## src/rtl/fibonacci_gen.sv

```systemverilog
// Handshaked Fibonacci/Lucas term generator: one addition per clock, registered
// result with an exact overflow flag for any result width.
module fibonacci_gen #(
  parameter int unsigned N_W = 6,
  parameter int unsigned F_W = 32
) (
  input  logic           clk,
  input  logic           rst,
  input  logic           start,
  input  logic [N_W-1:0] n,
  input  logic           lucas,
  output logic           busy,
  output logic           done,
  output logic [F_W-1:0] F,
  output logic           overflow
);

  typedef enum logic [0:0] {StIdle, StCalc} state_e;

  state_e         state_q, state_d;
  logic [F_W-1:0] a_q, a_d;
  logic [F_W-1:0] b_q, b_d;
  logic [F_W-1:0] f_q, f_d;
  logic [N_W-1:0] cnt_q, cnt_d;
  logic           ovf_a_q, ovf_a_d;
  logic           ovf_b_q, ovf_b_d;
  logic           busy_q, busy_d;
  logic           done_q, done_d;
  logic           overflow_q, overflow_d;
  logic [F_W:0]   sum;

  assign sum = {1'b0, a_q} + {1'b0, b_q};

  always_comb begin
    state_d    = state_q;
    a_d        = a_q;
    b_d        = b_q;
    f_d        = f_q;
    cnt_d      = cnt_q;
    ovf_a_d    = ovf_a_q;
    ovf_b_d    = ovf_b_q;
    busy_d     = busy_q;
    done_d     = 1'b0;
    overflow_d = overflow_q;
    unique case (state_q)
      StIdle: begin
        if (start) begin
          a_d     = lucas ? F_W'(2) : '0;
          b_d     = F_W'(1);
          cnt_d   = n;
          ovf_a_d = 1'b0;
          ovf_b_d = 1'b0;
          busy_d  = 1'b1;
          state_d = StCalc;
        end
      end
      StCalc: begin
        if (cnt_q != '0) begin
          a_d     = b_q;
          b_d     = sum[F_W-1:0];
          // Sticky: once a term exceeds the width, every later term does too.
          ovf_a_d = ovf_b_q;
          ovf_b_d = ovf_a_q | ovf_b_q | sum[F_W];
          cnt_d   = cnt_q - N_W'(1);
        end else begin
          f_d        = a_q;
          overflow_d = ovf_a_q;
          done_d     = 1'b1;
          busy_d     = 1'b0;
          state_d    = StIdle;
        end
      end
      default: state_d = StIdle;
    endcase
  end

  always_ff @(posedge clk) begin
    if (rst) begin
      state_q    <= StIdle;
      a_q        <= '0;
      b_q        <= '0;
      f_q        <= '0;
      cnt_q      <= '0;
      ovf_a_q    <= 1'b0;
      ovf_b_q    <= 1'b0;
      busy_q     <= 1'b0;
      done_q     <= 1'b0;
      overflow_q <= 1'b0;
    end else begin
      state_q    <= state_d;
      a_q        <= a_d;
      b_q        <= b_d;
      f_q        <= f_d;
      cnt_q      <= cnt_d;
      ovf_a_q    <= ovf_a_d;
      ovf_b_q    <= ovf_b_d;
      busy_q     <= busy_d;
      done_q     <= done_d;
      overflow_q <= overflow_d;
    end
  end

  assign busy     = busy_q;
  assign done     = done_q;
  assign F        = f_q;
  assign overflow = overflow_q;

endmodule

```

## config.mk

```make
export PLATFORM = sky130hd
export DESIGN_NAME = fibonacci_gen
export DESIGN_NICKNAME = d
export VERILOG_FILES = /design/src/rtl/fibonacci_gen.sv
export SDC_FILE = /design/constraint.sdc
export NUM_CORES = 1
export LEC_CHECK = 0
export BUFFER_PORTS_ARGS = -buffer_cell sky130_fd_sc_hd__buf_2
export CAP_MARGIN = 20
export CORE_MARGIN = 3
export CORE_UTILIZATION = 30
export DETAILED_ROUTE_END_ITERATION = 10
export PLACE_DENSITY = 0.52
export SYNTH_ARGS = -nofsm -noshare
export SYNTH_HDL_FRONTEND = slang
export SYNTH_SLANG_ARGS = --single-unit
export TNS_END_PERCENT = 1
```

## constraint.sdc

```tcl
create_clock -name clk -period 2.9 [get_ports clk]
set_input_delay 0.58 -clock clk [delete_from_list [all_inputs] [get_ports clk]]
set_output_delay 0.58 -clock clk [all_outputs]
set_load 0.005 [all_outputs]
```

# Word level (Yosys, flattened, before mapping)
# Cells that the tools add are included.
# word_totals
reg_bits,108
elab_cells,46
out_inout_bits,35
inputBits,10
# classes
n_bitwise,4
n_eq_ne,3
reduce_logical,5
add_sub_neg,2
n_mux,22
# ops
op,count
2-to-1 mux 32 bit,4
case mux 32 bit (2 select lines),2
adder 32 x 32 -> 33 bit,1
2-to-1 mux 6 bit,2
case mux 6 bit (2 select lines),1
2-to-1 mux 1 bit,8
case mux 1 bit (2 select lines),4
AND reduction 2 bit,3
nonzero test 6 bit,1
"subtractor 6 x 1 -> 6 bit, second input constant",1
"inequality test 2 bit, second input constant",2
2-to-1 mux 2 bit,1
"inequality test 2 x 1 -> 1 bit, second input constant",1
NOT 1 bit,2
OR 1 bit,2
OR reduction 2 bit,1

# Depth between registers and ports, before layout
# logic_depth
ltp_word,4
depth_mapped,12

# Worst setup path before layout
# Ideal clock, no wire load.
# synth_timing
kind,reg-to-reg
start,reg a_q[0]
end,reg b_q[30]
setup_time_ns,0.069
synth_period_minus_slack_ns,2.510
slack_ns,0.390
path_stages_with_launch,13
arrival_time_ns,2.441
cell_sequence,dfxtp_1 ha_1 inv_1 fa_1 nor2b_4 o31a_1 o31ai_4 a21oi_2 a211oi_2 o311ai_2 a31oi_1 xor2_1 o21ai_1
# synth_between
elab_chain_len,3
# synth_lines
item,line,rtl
"start, declared",21,"logic [F_W-1:0] a_q, a_d;"
"start signal, assigned",80,a_q <= '0;
"start signal, assigned",91,a_q <= a_d;
adder 32 x 32 -> 33 bit,32,"assign sum = {1'b0, a_q} + {1'b0, b_q};"
2-to-1 mux 32 bit,58,if (cnt_q != '0) begin
case mux 32 bit (2 select lines),45,unique case (state_q)
"end signal, assigned",81,b_q <= '0;
"end signal, assigned",92,b_q <= b_d;
"end, declared",22,"logic [F_W-1:0] b_q, b_d;"
# Every way passes these cells. The select of a mux whose other input is x is not followed.
# A chain may end at the register's enable or synchronous reset.

# Worst setup path in the final report
# layout_timing
start,reg a_q[0]
end,reg b_q[28]
# The elaborated chain is that of the path after synthesis.

==> results.sh <==
export IMPL_finalSetupViolations=0
export IMPL_arrival_ps=2900
export IMPL_number_of_antenna_violations_at_the_first_check_in_global_routing=0
export IMPL_initial_utilization_pct=31.1
export IMPL_setup_repair_after_global_routing_missed_its_margin="no"
export IMPL_port_buffer_count=44
export IMPL_antenna_violating_nets_post_route=0
export IMPL_power_mw=3.07
export IMPL_grt_pass1_wl_um=20600
export IMPL_core_region_area_mm2=0.0168
export IMPL_finalSetupTns_ps=0
export IMPL_clk_latency_ps=350
export IMPL_number_of_synthesized_register_bits=108
export IMPL_final_net_count=684
export IMPL_ys_top_cells_by_area="sky130_fd_sc_hd__dfxtp_1 41%, sky130_fd_sc_hd__nand2_1 8.5%, sky130_fd_sc_hd__ha_1 8.1%"
export IMPL_finalWirelength_um=11900
export IMPL_share_of_the_cycle_needed_by_the_critical_path_after_routing_pct=92.4
export IMPL_vias=4241
export IMPL_seq_power_share_pct=49.8
export IMPL_via_per_inst=4.91
export IMPL_final_cell_area_mm2=0.00604
export IMPL_cts_post_setup_buffers_inserted=0
export IMPL_ys_async_sr_fraction_pct=0
export IMPL_post_route_core_utilization_pct=35.9
export IMPL_internal_power_mw=2.32
export IMPL_grt_max_degree=48
export IMPL_worst_clock_skew_ps=8.55
export IMPL_place_detailed_hpwl_um=8120
export IMPL_cts_max_level=3
export IMPL_drt_pass1_iterations=4
export IMPL_gr_total_overflow=0
export IMPL_syn_num_nets=653
export IMPL_timing_setup_critical_path_class="reg2reg"
export IMPL_power_frac_comb_pct=8.0
export IMPL_yosysTopAreaCellShare_pct=41.3
export IMPL_r2r_worst_path_cells=12
export IMPL_timing_final_crit_period_ps=2680
export IMPL_power_per_cell_area_mw_per_mm2=507
export IMPL_post_cts_resize_count=0
export IMPL_cp_required_ps=3120
export IMPL_timing_fmax_mhz=373
export IMPL_antenna_cells=0
export IMPL_yosysTopAreaCell="sky130_fd_sc_hd__dfxtp_1"
export IMPL_path_max_fanout=4
export IMPL_hold_depth=2
export IMPL_tritoncts_num_sinks=108
export IMPL_run_status="finished, final reports clean"
export IMPL_syn_avg_cell_area_um2=8.62
export IMPL_seq_area_frac_synth_pct=41.3
export IMPL_worst_slew_margin_rel_pct=39.2
export IMPL_io_pin_count=45
export IMPL_detailedRoute_firstIterationViolations=204
export IMPL_worstSetupEndpointType="flip-flop"
export IMPL_detail_route_drc_violations=0
export IMPL_postSynthCellCount=608
export IMPL_tightestPinTransition_ps=909
export IMPL_clock_power_share_pct=42.2
export IMPL_ys_types=70
export IMPL_worst_ir_drop_vdd_v=0.000321
export IMPL_power_static_leakage_nw=2.51
export IMPL_gr_usage_all_layers_pct=12.6
export IMPL_die_w_um=138
export IMPL_tritoncts_num_buffers=9
export IMPL_clk_pin_slew_worst_paths_ps=70
export IMPL_hold_path_class="reg2reg"
export IMPL_fp_dieArea_mm2=0.0191
export IMPL_power_switching_mw=0.747
export IMPL_place_congestion=0.827
export IMPL_cts_tree="done"
export IMPL_cts_root_buf="sky130_fd_sc_hd__clkbuf_16"
export IMPL_cts_hold_fix_buffers=0
export IMPL_final_hold_viol_count=0
export IMPL_synthesis_area_mm2=0.00524
export IMPL_route_detailed_wl_per_inst_um=13.7
export IMPL_finalMaxSlewViolations=0
export IMPL_share_of_cells_above_drive_strength_1_pct=13.8
export IMPL_first_global_vias=4227
export IMPL_core_rowCount=47
export IMPL_ys_warnings_count=0
export IMPL_floorplan_die_height_um=138
export IMPL_cp_start_kind="flip-flop"
export IMPL_synth_flop_cell="sky130_fd_sc_hd__dfxtp_1"
export IMPL_synth_enable_flop_cells=0
export IMPL_post_dp_cell_area_mm2=0.00569
export IMPL_max_cap_violations=0
export IMPL_area_growth_pct=15.4
export IMPL_cts_root_to_sink_buffers=2
export IMPL_n_fill_cell=1765
export IMPL_sw_frac_of_total_pct=24.3
==> cell type report <==
class | count | area, µm² | share of cell area, %
Multi-Input combinational cell | 460 | 2960 | 49.0
Sequential cell | 108 | 2160 | 35.8
Timing Repair Buffer | 51 | 298 | 4.93
Tap cell | 220 | 275 | 4.55
Clock buffer | 13 | 270 | 4.47
Clock inverter | 3 | 43.8 | 0.724
Inverter | 9 | 33.8 | 0.559
==> routing by layer <==
metal	track usage, %	share of wire, %	vias to the layer above
met1	17.2	52	1948
li1	-	-	2228
met4	4.37	1.7	0
met2	19.9	43	49
met3	2.69	2.9	16
met5	0	0	-
==> worst max-delay path: stages (launching register included) <==
cell and delay [ps]:
sky130_fd_sc_hd__dfxtp_1 320, sky130_fd_sc_hd__ha_1 220, sky130_fd_sc_hd__inv_1 70, sky130_fd_sc_hd__fa_1 230, sky130_fd_sc_hd__nor2b_4 60, sky130_fd_sc_hd__o31a_1 300
sky130_fd_sc_hd__o31ai_4 250, sky130_fd_sc_hd__a21oi_4 120, sky130_fd_sc_hd__a211oi_4 370, sky130_fd_sc_hd__o311ai_4 150, sky130_fd_sc_hd__o31ai_2 230, sky130_fd_sc_hd__xor2_1 170
sky130_fd_sc_hd__o21ai_1 70
==> final timing paths <==
path	start	end	slack (ps)
setup / recovery	a_q[0]	b_q[28]	220
hold reg to reg	F[3]	F[3]	450
hold / removal	F[3]	F[3]	450
setup reg to reg	a_q[0]	b_q[28]	220
==> synth_stat cells (3+ instances only) <==
cell type,n
sky130_fd_sc_hd__dfxtp_1,108
sky130_fd_sc_hd__nor3_1,6
sky130_fd_sc_hd__nand2_1,118
sky130_fd_sc_hd__a21o_1,12
sky130_fd_sc_hd__a22o_1,35
sky130_fd_sc_hd__inv_1,8
sky130_fd_sc_hd__a211oi_1,9
sky130_fd_sc_hd__a31oi_1,4
sky130_fd_sc_hd__o21bai_1,4
sky130_fd_sc_hd__ha_1,34
sky130_fd_sc_hd__xor2_1,17
sky130_fd_sc_hd__a22oi_1,3
sky130_fd_sc_hd__o21ai_0,30
sky130_fd_sc_hd__o211ai_1,3
sky130_fd_sc_hd__o21ai_1,16
sky130_fd_sc_hd__xnor2_1,9
sky130_fd_sc_hd__nor2_1,32
sky130_fd_sc_hd__clkbuf_1,25
sky130_fd_sc_hd__nand3_1,6
sky130_fd_sc_hd__nor2b_1,3
sky130_fd_sc_hd__o21a_1,4
sky130_fd_sc_hd__a21oi_1,66
==> cell families (layout without fill, tap and decap cells) <==
kind of cell | after synthesis | in the layout | share of synthesized area, %
buffers and inverters | 40 | 76 | 3.32
AO/OA/AOI/OAI | 209 | 209 | 26.4
multiplexers | 1 | 1 | 0.191
flip-flops | 108 | 108 | 41.3
AND/OR/NAND/NOR | 189 | 189 | 16.0
XOR/XNOR | 26 | 26 | 4.35
adder cells (fa/ha/maj) | 35 | 35 | 8.50
==> cells in the final DEF (no fill, tap or decap), drive strengths merged, types with 3 or more instances in the layout <==
cell type | synthesis | layout
a211oi | 11 | 11
a21o | 12 | 12
a21oi | 67 | 67
a22o | 35 | 35
a22oi | 3 | 3
a31oi | 4 | 4
and3 | 3 | 3
buf | 3 | 51
clkbuf | 27 | 13
clkinv | 1 | 3
dfxtp | 108 | 108
ha | 34 | 34
inv | 8 | 8
nand2 | 119 | 119
nand3 | 6 | 6
nor2 | 32 | 32
nor2b | 4 | 4
nor3 | 7 | 7
o211ai | 3 | 3
o21a | 4 | 4
o21ai | 46 | 46
o21bai | 4 | 4
o31ai | 4 | 4
or2 | 3 | 3
xnor2 | 9 | 9
xor2 | 17 | 17
==> power groups by stage <==
stage / logic [mW] / clock network (mW) / registers, mW
3_5_place_dp: 0.252 / 0 / 1.56
4_1_cts: 0.253 / 1.34 / 1.53
5_1_grt: 0.280 / 1.39 / 1.53
3_3_place_gp: 0.246 / 0 / 1.56
2_1_floorplan: 0.173 / 0 / 1.55
6_report: 0.247 / 1.29 / 1.53
==> through the flow <==
stage	setup WS [ps]	hold WS, ps	std cells
finish	220	451	864
global route	6.48	466	864
CTS	30.7	454	864
detailed placement	59.6	444	848
global placement	164	439	848
floorplan	390	442	608
==> flip-flops by register name, summed over array words and instances, names as in the netlist <==
signal    count
state_q       1
cnt_q         6
busy          1
a_q          32
b_q          32
F            32
ovf_b_q       1
overflow      1
ovf_a_q       1
done          1
No activity file was read; power rests on OpenSTA's default activity.
